File: src/rtl/dmi_resp_agent.sv
// DMI responder: takes one {addr,data,op} request, runs it on the debug-module
// register bus with a bounded wait for dm_ack, and returns {data,status}.
module dmi_resp_agent #(
  parameter int DMI_ADDR_WIDTH = 7,
  parameter int DMI_DATA_WIDTH = 32,
  parameter int DMI_OP_WIDTH   = 2,
  parameter int TIMEOUT_CYCLES = 64,
  localparam int TX_WIDTH = DMI_ADDR_WIDTH + DMI_DATA_WIDTH + DMI_OP_WIDTH,
  localparam int RX_WIDTH = DMI_DATA_WIDTH + DMI_OP_WIDTH
) (
  input  logic                      clk,
  input  logic                      dev_rst_n,
  input  logic                      req_vld,
  input  logic [TX_WIDTH-1:0]       req_data,
  output logic                      req_rdy,
  output logic                      resp_vld,
  output logic [RX_WIDTH-1:0]       resp_data,
  input  logic                      resp_rdy,
  output logic [DMI_ADDR_WIDTH-1:0] dm_addr,
  output logic [DMI_DATA_WIDTH-1:0] dm_wdata,
  output logic                      dm_rd,
  output logic                      dm_wr,
  input  logic [DMI_DATA_WIDTH-1:0] dm_rdata,
  input  logic                      dm_ack,
  input  logic                      dm_err,
  output logic [1:0]                o_dbg_state
);

  localparam int CNT_W = $clog2(TIMEOUT_CYCLES);

  localparam logic [DMI_OP_WIDTH-1:0] OP_NOP  = DMI_OP_WIDTH'(0);
  localparam logic [DMI_OP_WIDTH-1:0] OP_RD   = DMI_OP_WIDTH'(1);
  localparam logic [DMI_OP_WIDTH-1:0] OP_WR   = DMI_OP_WIDTH'(2);
  localparam logic [DMI_OP_WIDTH-1:0] ST_OK   = DMI_OP_WIDTH'(0);
  localparam logic [DMI_OP_WIDTH-1:0] ST_FAIL = DMI_OP_WIDTH'(2);
  localparam logic [CNT_W-1:0]        CNT_MAX = {CNT_W{1'b1}};
  localparam logic [CNT_W-1:0]        CNT_TO  = CNT_W'(TIMEOUT_CYCLES - 2);

  // Handshakes: a transfer happens on a rising clk edge where valid and ready
  // are both high; valid and its data hold stable until that edge.
  typedef enum logic [1:0] {
    IDLE   = 2'd0,
    ACCESS = 2'd1,
    RESP   = 2'd2
  } state_t;

  state_t                    r_state;
  state_t                    w_next;
  logic [DMI_OP_WIDTH-1:0]   r_op;
  logic [DMI_ADDR_WIDTH-1:0] r_addr;
  logic [DMI_DATA_WIDTH-1:0] r_wdata;
  logic [RX_WIDTH-1:0]       r_resp;
  logic [CNT_W-1:0]          r_cnt;

  logic [DMI_OP_WIDTH-1:0]   w_req_op;
  logic                      w_req_bus;
  logic                      w_timeout;

  assign w_req_op  = req_data[DMI_OP_WIDTH-1:0];
  assign w_req_bus = (w_req_op == OP_RD) || (w_req_op == OP_WR);
  // Timeout fires on the edge where the counter reaches TIMEOUT_CYCLES-1.
  assign w_timeout = (r_cnt == CNT_TO);

  always_ff @(posedge clk or negedge dev_rst_n) begin
    if (!dev_rst_n) r_state <= IDLE;
    else            r_state <= w_next;
  end

  always_comb begin
    w_next = r_state;
    case (r_state)
      IDLE:    if (req_vld) w_next = w_req_bus ? ACCESS : RESP;
      ACCESS:  if (dm_ack || w_timeout) w_next = RESP;
      RESP:    if (resp_rdy) w_next = IDLE;
      default: w_next = IDLE;
    endcase
  end

  always_ff @(posedge clk or negedge dev_rst_n) begin
    if (!dev_rst_n) begin
      r_op    <= OP_NOP;
      r_addr  <= '0;
      r_wdata <= '0;
      r_resp  <= '0;
      r_cnt   <= '0;
    end else begin
      case (r_state)
        IDLE: begin
          if (req_vld) begin
            r_op <= w_req_op;
            if (w_req_bus) begin
              r_addr  <= req_data[TX_WIDTH-1 -: DMI_ADDR_WIDTH];
              r_wdata <= req_data[DMI_OP_WIDTH +: DMI_DATA_WIDTH];
              r_cnt   <= '0;
            end else begin
              r_resp <= {DMI_DATA_WIDTH'(0), (w_req_op == OP_NOP) ? ST_OK : ST_FAIL};
            end
          end
        end
        ACCESS: begin
          if (r_cnt != CNT_MAX) r_cnt <= r_cnt + 1'b1;
          // Ack takes priority over a coincident timeout.
          if (dm_ack) begin
            if (dm_err)              r_resp <= {DMI_DATA_WIDTH'(0), ST_FAIL};
            else if (r_op == OP_RD)  r_resp <= {dm_rdata, ST_OK};
            else                     r_resp <= {DMI_DATA_WIDTH'(0), ST_OK};
          end else if (w_timeout) begin
            r_resp <= {DMI_DATA_WIDTH'(0), ST_FAIL};
          end
        end
        default: ;
      endcase
    end
  end

  assign req_rdy     = (r_state == IDLE);
  assign resp_vld    = (r_state == RESP);
  assign resp_data   = r_resp;
  assign dm_addr     = r_addr;
  assign dm_wdata    = r_wdata;
  assign dm_rd       = (r_state == ACCESS) && (r_op == OP_RD);
  assign dm_wr       = (r_state == ACCESS) && (r_op == OP_WR);
  assign o_dbg_state = r_state;

endmodule

File: config.mk
export PLATFORM = sky130hd
export DESIGN_NAME = dmi_resp_agent
export DESIGN_NICKNAME = d
export VERILOG_FILES = /design/src/rtl/dmi_resp_agent.sv
export SDC_FILE = /design/constraint.sdc
export NUM_CORES = 1
export LEC_CHECK = 0
export CORE_MARGIN = 2
export CORE_UTILIZATION = 25
export DETAILED_ROUTE_END_ITERATION = 8
export HOLD_SLACK_MARGIN = 0.08
export PLACE_DENSITY_LB_ADDON = 0.2
export REMOVE_ABC_BUFFERS = 1
export SLEW_MARGIN = 20
export SYNTH_ARGS = -nofsm -noshare
export SYNTH_HDL_FRONTEND = slang
export SYNTH_SLANG_ARGS = --single-unit
File: constraint.sdc
create_clock -name clk -period 2.7 [get_ports clk]
set_clock_uncertainty 0.1 [all_clocks]
set_input_delay 0.54 -clock clk [delete_from_list [all_inputs] [get_ports clk]]
set_output_delay 0.54 -clock clk [all_outputs]
set_load 0.05 [all_outputs]
==> metrics.md, run 1 <==
| Metric | Value |
|---|---|
| Arrival @ worst endpoint | `1.93 ns` |
| CTS sink cnt | `82` |
| Worst min path class | `input port to async pin` |
| Worst-margin pin slew | `0.5396 ns` |
| Antenna cells | `0` |
| Resize count post-CTS | `0` |
| Setup TNS Final | `0 ns` |
| DRC Markers | `0` |
| Initial Util | `25.33%` |
| PnR Total Power | `6.552 mW` |
| Core Area | `15030 sq um` |
| GPL Wtd Cong | `0.7571` |
| DR WL/cell | `14.53 um` |
| Top-area cell type share of the netlist area | `53.89%` |
| H-tree depth | `3` |
| Max frequency | `389.1 MHz` |
| CTS Buffer Depth | `2` |
| Yosys warns | `0` |
| Die ar. | `16230 sq um` |
| Number of DRC markers in iteration 0 | `74` |
| Register Area | `2052 sq um` |
| Post-DRT Antenna Nets | `0` |
| Power Density | `1126 nW/um^2` |
| Setup repair after global routing missed its margin | `false` |
| Final Hold Violating Endpoints | `0` |
| Dpl hpwl | `6694 um` |
| Setup repair bufs after CTS | `0` |
| Die Ht | `127.4 um` |
| Final min period | `2.570 ns` |
| Vias per cell | `4.375` |
| CTS Root Cell | `clkbuf_16` |
| Setup violations, final | `0` |
| Via count | `2857` |
| Final period util | `95.18%` |
| Cell area after synthesis | `3807 sq um` |
| P&R area growth vs syn | `52.88%` |
| Worst vdd ir | `0.0004065 V` |
| Slew Limit Fails | `0` |
| Final WL | `9491 um` |
| Outcome | `complete, no violations` |
| Number of port buffers | `156` |
| Total gr overflow | `0` |
| Boundary pin count | `158` |
| Yosys top cell by area | `dfrtp_1` |
| DIE WIDTH | `127.4 um` |
| Number of hold-repair buffers added at the cts stage | `0` |
| Sequential area share after synthesis | `53.89%` |
| Synth area leaders | `dfrtp_1, mux2_4, o32ai_1` |
| #FFs+latches synth | `82` |
| Clk Latency, worst-skew pair | `0.33 ns` |
| Worst Path Max Fanout | `14` |
| Final net count | `542` |
| Layout cells sized above 1 | `16.34%` |
| Initial antenna violation count | `0` |
| TritonCTS Buffers | `9` |
| Number of global-route vias before repair | `2926` |
| Rows | `45` |
| Slew margin rel. | `63.91%` |
| Worst Setup Path Type | `register to output pin` |
| CTS tree | `yes` |
| Synth cell types | `39` |
| Largest net degree at the start of global routing | `47` |
| Total global-route track usage | `11.84%` |
| Post-Syn Area per Cell | `12.52 sq um` |
| Multi-input gate area | `1305 sq um` |
| Worst EP required | `2.06 ns` |
| First-pass iteration count of the detailed router | `4` |
| Fillers | `1481` |
| Pleak | `2.518 nW` |
| First-pass GRT wire length | `15070 um` |
| Worst-path clk slew | `0.06 ns` |
| Cells after Synth | `304` |
| CP endpoint kind | `output pin` |
| Max Cap Violations | `0` |
| Worst Setup Start Kind | `register` |
state kept, by name, indices dropped and copies added (netlist names):
register,flops
r_op,2
resp_data,33
dm_addr,7
dm_wdata,32
o_dbg_state,2
r_cnt,6
synth_stat cells:
cell / instances
dfrtp_1: 82
inv_1: 70
mux2_4: 39
o32ai_1: 33
nand2_1: 7
buf_4: 6
a21oi_1: 5
buf_2: 5
buf_12: 4
buf_6: 4
nor3b_1: 4
o21ai_0: 4
ha_1: 3
mux2_2: 3
nor2_1: 3
a31o_2: 2
a41oi_1: 2
nand3_1: 2
nand3b_1: 2
nand4_1: 2
nor3_1: 2
nor4_1: 2
o311ai_0: 2
a2111oi_0: 1
a311o_1: 1
and2_1: 1
and3_1: 1
and4bb_2: 1
clkbuf_1: 1
conb_1: 1
inv_2: 1
nand2b_1: 1
nor2b_1: 1
nor3_4: 1
nor4b_1: 1
nor4bb_1: 1
o21a_1: 1
o22ai_1: 1
o311a_1: 1
kinds of logic after synthesis:
group / after synthesis / synth area share [%]
fa+ha+maj: 3 / 0.9860
compound gates: 53 / 11.27
mux: 42 / 16.27
simple gates: 32 / 5.258
flops: 82 / 53.89
other cells: 1 / 0.09849
buf+inv: 91 / 12.22
metrics by stage:
| step | hold WS (ns) | worst slack (ns) | instances | utilization [%] | instance area [sq um] |
|---|---|---|---|---|---|
| 2_1_floorplan | 0.1444 | -5.301 | 284 | - | 3608 |
| 3_3_place_gp | 0.3982 | 0.08852 | 637 | 36.77 | 5528 |
| 3_5_place_dp | 0.3948 | 0.05009 | 637 | 36.77 | 5528 |
| 4_1_cts | 0.08233 | 0.1124 | 653 | 38.72 | 5821 |
| 5_1_grt | 0.1110 | 0.04061 | 653 | 38.72 | 5821 |
| 6_report | 0.06372 | 0.1302 | 653 | 38.72 | 5821 |
layer usage:
metal / global-route usage [%] / up-vias / wire, um
met5: 0 / - / 0
met4: 5.624 / 0 / 155
met3: 2.638 / 9 / 424
met2: 19.97 / 70 / 4878
met1: 14.38 / 1423 / 4033
li1: - / 1355 / -
worst max-delay path: stages, from the launching register on:
cell	delay, ns
dfrtp_1	0.56
nor2_1	0.21
clkdlybuf4s50_1	0.83
cells in the final DEF, fill, tap and decap left out, types with 2 or more instances in the layout:
master / netlist / layout
o21ai_0: 4 / 4
nor3b_1: 4 / 4
mux2_2: 3 / 3
ha_1: 3 / 3
nor2_1: 3 / 3
nand2_1: 7 / 7
nand3b_1: 2 / 2
nand3_1: 2 / 2
dfrtp_1: 82 / 82
a31o_2: 2 / 2
o311ai_0: 2 / 2
clkdlybuf4s50_1: 0 / 152
mux2_4: 39 / 39
inv_1: 70 / 70
o32ai_1: 33 / 33
nor4_1: 2 / 2
clkbuf_8: 0 / 3
nor3_1: 2 / 2
buf_12: 4 / 4
clkbuf_16: 0 / 9
clkinvlp_4: 0 / 3
a21oi_1: 5 / 5
a41oi_1: 2 / 2
nand4_1: 2 / 2
buf_4: 6 / 9
path summary, 6_finish.rpt:
kind,end,from,depth (start not counted),slack [ns]
max,req_rdy,o_dbg_state[1],2,0.13
min,resp_data[5],dev_rst_n,1,0.06
max reg2reg,r_cnt[5],o_dbg_state[1],4,0.75
min reg2reg,dm_wdata[25],dm_wdata[25],1,0.41
max in group asynchronous,dm_addr[6],dev_rst_n,2,1.80
min in group clk,dm_wdata[25],dm_wdata[25],1,0.41
report_power, final:
part	total [mW]	switching, mW	internal, mW
Clock	1.18	0.480	0.699
Combinational	3.44	2.04	1.39
Sequential	1.94	0.292	1.64
final cells by class:
type                       instances  area share (%)
inverter                          71           4.579
clock buffer                      13           4.643
tap                              188           4.041
sequential                        82           35.25
clock inverter                     3          0.3869
multi-input combinational        131           22.42
timing repair buffer             165           28.68
No activity file was read; power rests on OpenSTA's default activity.
==> inputs of run 2 (changes only) <==
- GPL_ROUTABILITY_DRIVEN: unset -> 1
- GPL_TIMING_DRIVEN: unset -> 0
==> run 2 against run 1 <==
  * Design area rose by 0.77%
  * Worst setup slack got worse by 0.028 ns
  * Final cell count rose by 0.46%
==> metrics.md, run 2 (synthesis gave the netlist of run 1 again) <==
| Metric | Value |
|---|---|
| Outcome | `complete, no violations` |
| Final WL | `9648 um (+1.7%)` |
| H-tree depth | `3 (unchanged)` |
| Worst min path class | `input port to async pin` |
| CTS tree | `yes` |
| Dpl hpwl | `6864 um (+2.5%)` |
| Setup violations, final | `0 (unchanged)` |
| Worst-margin pin slew | `0.7703 ns (+0.2307 ns)` |
| Number of DRC markers in iteration 0 | `151 (+100%)` |
| Worst EP required | `2.06 ns (about the same)` |
| Total gr overflow | `0 (unchanged)` |
| Die Ht | `127.4 um (unchanged)` |
| Number of hold-repair buffers added at the cts stage | `0 (unchanged)` |
| Boundary pin count | `158 (unchanged)` |
| Final net count | `545 (+0.55%)` |
| First-pass GRT wire length | `15390 um (+2.1%)` |
| Layout cells sized above 1 | `17.09% (+0.75 points)` |
| TritonCTS Buffers | `9 (unchanged)` |
| Power Density | `1126 nW/um^2 (about the same)` |
| Arrival @ worst endpoint | `1.96 ns (+0.03 ns)` |
| Worst vdd ir | `0.0004181 V (+2.9%)` |
| Core Area | `15030 sq um (unchanged)` |
| PnR Total Power | `6.607 mW (+0.85%)` |
| Worst Path Max Fanout | `14 (unchanged)` |
| DRC Markers | `0 (unchanged)` |
| Antenna cells | `0 (unchanged)` |
| Worst Setup Path Type | `register to output pin` |
| Initial Util | `25.33% (unchanged)` |
| CTS Buffer Depth | `2 (unchanged)` |
| Final Hold Violating Endpoints | `0 (unchanged)` |
| Most common cell after layout, fill and taps aside | `clkdlybuf4s50_1` |
| CTS Root Cell | `clkbuf_16` |
| Max frequency | `384.9 MHz (-1.1%)` |
| Setup TNS Final | `0 ns (unchanged)` |
| Post-DRT Antenna Nets | `0 (unchanged)` |
| Most frequent cells in the layout | `clkdlybuf4s50_1, dfrtp_1, inv_1` |
| Setup repair after global routing missed its margin | `false` |
| Rows | `45 (unchanged)` |
| Die ar. | `16230 sq um (unchanged)` |
| Number of global-route vias before repair | `2958 (+1.1%)` |
| Slew margin rel. | `48.49% (-15 points)` |
| Pleak | `2.548 nW (+1.2%)` |
| CP endpoint kind | `output pin` |
| Max Cap Violations | `0 (unchanged)` |
| Final min period | `2.598 ns (+0.02800 ns)` |
| DR WL/cell | `14.71 um (+1.2%)` |
| GPL Wtd Cong | `0.7977 (+5.4%)` |
| Max FFs per register | `33 (unchanged)` |
| Clk Latency, worst-skew pair | `0.34 ns (about the same)` |
| Cell area after placement | `5520 sq um (-0.14%)` |
| Worst Setup Start Kind | `register` |
| Worst-path clk slew | `0.06 ns (about the same)` |
| Number of port buffers | `156 (unchanged)` |
| Vias per cell | `4.364 (-0.25%)` |
| P&R area growth vs syn | `54.06%` |
| DIE WIDTH | `127.4 um (unchanged)` |
| CTS sink cnt | `82 (unchanged)` |
| Total global-route track usage | `12.20% (+0.36 points)` |
| Slew Limit Fails | `0 (unchanged)` |
| Final instance area | `5866 sq um (+0.77%)` |
| First-pass iteration count of the detailed router | `4 (unchanged)` |
| Final period util | `96.21% (+1.0 points)` |
| Initial antenna violation count | `0 (unchanged)` |
| Largest net degree at the start of global routing | `44 (-6.4%)` |
| Via count | `2863 (+0.21%)` |
run 2: changes by cell type in the layout (fill, tap and decap cells not counted), sizes merged:
| cell | before | now |
|---|---|---|
| bufinv | 0 | 1 |
| clkbuf | 13 | 12 |
| clkdlybuf4s15 | 0 | 1 |
| clkinv | 0 | 1 |
| clkinvlp | 3 | 2 |
| dlygate4sd2 | 0 | 2 |
run 2: cell type report:
type                       instances  area, sq um
fill                            1479         9168
sequential                        82         2053
timing repair buffer             168         1694
multi-input combinational        131         1310
inverter                          71        266.5
clock buffer                      12        256.5
tap                              188        235.2
clock inverter                     4        50.05
run 2: path summary, 6_finish.rpt:
kind / startpoint / endpoint / slack, ns / cells after the start
min reg2reg: dm_addr[5] / dm_addr[5] / 0.41 / 1
max: o_dbg_state[1] / req_rdy / 0.10 / 2
min: dev_rst_n / resp_data[5] / 0.07 / 1
min in group clk: dm_addr[5] / dm_addr[5] / 0.41 / 1
max in group asynchronous: dev_rst_n / dm_wdata[26] / 1.81 / 2
max reg2reg: o_dbg_state[1] / resp_data[9] / 0.45 / 4
run 2: report_power, final:
| part | total, mW | switching, mW | internal (mW) |
|---|---|---|---|
| registers | 1.94 | 0.294 | 1.65 |
| logic | 3.42 | 2.04 | 1.38 |
| clock network | 1.25 | 0.484 | 0.765 |
| total | 6.61 | 2.82 | 3.79 |
run 2: stage by stage:
step	setup slack, ns	hold WS (ns)	instances	utilization, %
final	0.1022	0.07261	656	39.02
after global routing	0.03528	0.1133	656	39.02
after CTS	0.006396	0.08637	653	38.83
after detailed placement	-0.9186	0.3926	636	36.72
after global placement	-8.411	0.3904	628	35.96
after floorplan	-5.301	0.1444	284	-
run 2: repair_timing:
item,CTS,global route
resized for setup,8,2
buffers inserted,1,3
setup endpoints to repair,23,6
pin swaps,1,0
run 2: layer usage:
layer  GRT usage (%)  up-vias  share of wire, %
li1                -     1359                 -
met1           15.01     1405                43
met2           20.01       88                50
met3           3.643       11               5.3
met4           5.042        0               1.8
met5               0        -                 0
run 2: worst max-delay path: stages (launching register included):
cell and delay, ns:
dfrtp_1 0.56, nor2_1 0.23, clkdlybuf4s50_1 0.83
==> inputs of run 3 (changes only) <==
- CTS_BUF_LIST: unset -> sky130_fd_sc_hd__clkbuf_8
==> run 3 against run 2 <==
  * Sequential cell count did not move
  * Worst hold slack improved by 0.34 ns
  * Utilization shrank 0.67 points
  * Clock power shrank 27%
  * Worst setup slack worse by 0.0074 ns
  * Routed wire length shrank 0.21%
  * Largest cell class unchanged
  * Largest power group unchanged
==> metrics.md, run 3 (synthesis gave the netlist of run 1 again) <==
| Metric | Value |
|---|---|
| Outcome | `complete, no violations` |
| Number of DRC markers in iteration 0 | `138 (-8.6%)` |
| Worst Setup Start Kind | `input port` |
| Slew Limit Fails | `0 (unchanged)` |
| Initial Util | `25.33% (unchanged)` |
| Most common cell after layout, fill and taps aside | `clkdlybuf4s50_1` |
| Largest delay share family, worst path | `buffers and inverters` |
| Via count | `2844 (-0.66%)` |
| Rows | `45 (unchanged)` |
| Fillers | `1497 (+1.2%)` |
| Critical path's most frequent cell | `buf_6` |
| Busiest grt layer | `met2` |
| CTS tree | `yes` |
| Slew margin rel. | `48.94% (+0.44 points)` |
| Worst setup margin | `0.09479 ns (-0.007437 ns)` |
| Arrival @ worst endpoint | `2.75 ns (+0.79 ns)` |
| Most frequent cells in the layout | `clkdlybuf4s50_1, dfrtp_1, inv_1` |
| DRC Markers | `0 (unchanged)` |
| CP max-delay cell | `clkdlybuf4s50_1` |
| Clk Latency, worst-skew pair | `0.36 ns (+0.02 ns)` |
| Number of port buffers | `156 (unchanged)` |
| Worst vdd ir | `0.0004243 V (+1.5%)` |
| Max Cap Violations | `0 (unchanged)` |
| Worst hold stages | `1` |
| Layout cells sized above 1 | `16.70% (-0.39 points)` |
| First-pass GRT wire length | `15350 um (-0.23%)` |
| Power Density | `1086 nW/um^2 (-3.6%)` |
| Pleak | `2.509 nW (-1.5%)` |
| Final Hold Violating Endpoints | `0 (unchanged)` |
| TritonCTS Buffers | `9 (unchanged)` |
| Met2 Use GR | `19.94% (-0.063 points)` |
| Max FFs per register | `33 (unchanged)` |
| Power share of the combinational group | `54.5% (+2.8 points)` |
| Total gr overflow | `0 (unchanged)` |
| Max frequency | `383.8 MHz (-0.29%)` |
| Number of global-route vias before repair | `2948 (-0.34%)` |
| Worst EP required | `2.85 ns (+0.79 ns)` |
| Final WL | `9628 um (-0.21%)` |
| Final min period | `2.605 ns (+0.007437 ns)` |
| Clock power share | `14.6% (-4.3 points)` |
| Final period util | `96.49% (+0.28 points)` |
| Final net count | `544 (-0.18%)` |
| Largest net degree at the start of global routing | `44 (unchanged)` |
| Die Ht | `127.4 um (unchanged)` |
| WHS | `0.4098 ns (+0.3372 ns)` |
| Sw Ratio | `44.26% (+1.6 points)` |
| Slowest cell delay on critical path | `0.49 ns (-0.34 ns)` |
| Total global-route track usage | `12.14% (-0.060 points)` |
| Dpl hpwl | `6864 um (unchanged)` |
| Met1 usage | `15.12% (+0.11 points)` |
| Buf+Inv Stages, Crit Path | `6 (+5)` |
| GPL Wtd Cong | `0.7977 (unchanged)` |
| First-pass iteration count of the detailed router | `4 (unchanged)` |
| Worst-margin pin slew | `0.7634 ns (-0.006818 ns)` |
| Post-DRT Antenna Nets | `0 (unchanged)` |
| Power share of the sequential group | `30.9% (+1.5 points)` |
| Setup violations, final | `0 (unchanged)` |
| Worst Setup Path Type | `input port to register` |
| Initial antenna violation count | `0 (unchanged)` |
| Worst-path clk slew | `0.08 ns (+0.02 ns)` |
| NetSw | `2.771 mW (-1.6%)` |
| Boundary pin count | `158 (unchanged)` |
| Worst min path class | `register to register` |
| R2R depth | `4 (unchanged)` |
| Vias per cell | `4.342 (-0.51%)` |
| H-tree depth | `3 (unchanged)` |
| CTS sink cnt | `82 (unchanged)` |
| CTS Buffer Depth | `2 (unchanged)` |
| Worst Path Max Fanout | `9 (-5)` |
| DR WL/cell | `14.70 um (about the same)` |
| Dpl ws | `-0.9186 ns (unchanged)` |
| Die ar. | `16230 sq um (unchanged)` |
| Core Area | `15030 sq um (unchanged)` |
| CP endpoint kind | `register` |
| CP cell instances | `clkdlybuf4s50_1, inv_1, ha_2, nor4bb_4, buf_6, buf_6, buf_8, buf_4, mux2_4` |
| P&R area growth vs syn | `51.43%` |
| Int Power | `3.491 mW (-7.9%)` |
| Worst path depth | `9 (+7)` |
| Antenna cells | `0 (unchanged)` |
| Setup TNS Final | `0 ns (unchanged)` |
| Met3 Track Usage GR | `4.271% (+0.63 points)` |
| DIE WIDTH | `127.4 um (unchanged)` |
| CTS Root Cell | `clkbuf_8` |
[run 3: what timing repair did]
action / in CTS / in global routing
hold endpoints to repair: 39 / 0
resized for setup: 7 / 5
cloned: 0 / 0
setup endpoints to repair: 25 / 7
hold buffers: 1 / 0
buffers inserted: 1 / 1
pin swaps: 1 / 0
[run 3: power by group through the flow]
stage | Combinational [mW] | Clock [mW] | Sequential (mW)
floorplan | 0.952 | 0 | 3.28
CTS | 3.43 | 0.968 | 1.94
finish | 3.41 | 0.915 | 1.94
global route | 3.56 | 1.03 | 2.01
detailed placement | 3.42 | 0 | 1.96
global placement | 3.48 | 0 | 1.94
[run 3: final timing paths]
path | from | slack [ns] | endpoint
min reg2reg | dm_addr[5] | 0.41 | dm_addr[5]
max reg2reg | o_dbg_state[1] | 0.46 | resp_data[9]
max | req_data[1] | 0.09 | dm_wdata[18]
max in group asynchronous | dev_rst_n | 1.28 | dm_wdata[26]
min in group asynchronous | dev_rst_n | 0.59 | resp_data[5]
min | dm_addr[5] | 0.41 | dm_addr[5]
[run 3: area by class of cell]
type / count / area (sq um) / share of cell area [%]
Sequential cell: 82 / 2053 / 35.61
Tap cell: 188 / 235.2 / 4.080
Clock buffer: 11 / 151.4 / 2.626
Clock inverter: 5 / 53.80 / 0.9332
Timing Repair Buffer: 167 / 1695 / 29.41
Inverter: 71 / 266.5 / 4.622
Multi-Input combinational cell: 131 / 1310 / 22.72
[run 3: metal layers]
metal  part of all wire [%]  vias up
met5                      0        -
met4                    1.2        0
met3                    5.3        5
met2                     50       82
met1                     43     1403
li1                       -     1354
[run 3: worst register-to-register path, cell delays in order (launching register included)]
cell      delay [ns]
dfrtp_1         0.57
nand2b_2        0.37
nor3_4          0.69
buf_8           0.26
o32ai_1         0.11
[run 3: per-stage QoR]
stage	std cells	area [sq um]	utilization [%]	power (mW)
floorplan	284	3608	-	4.228
global placement	628	5405	35.96	5.413
detailed placement	636	5520	36.72	5.380
CTS	654	5743	38.20	6.342
global route	655	5766	38.35	6.589
finish	655	5766	38.35	6.262
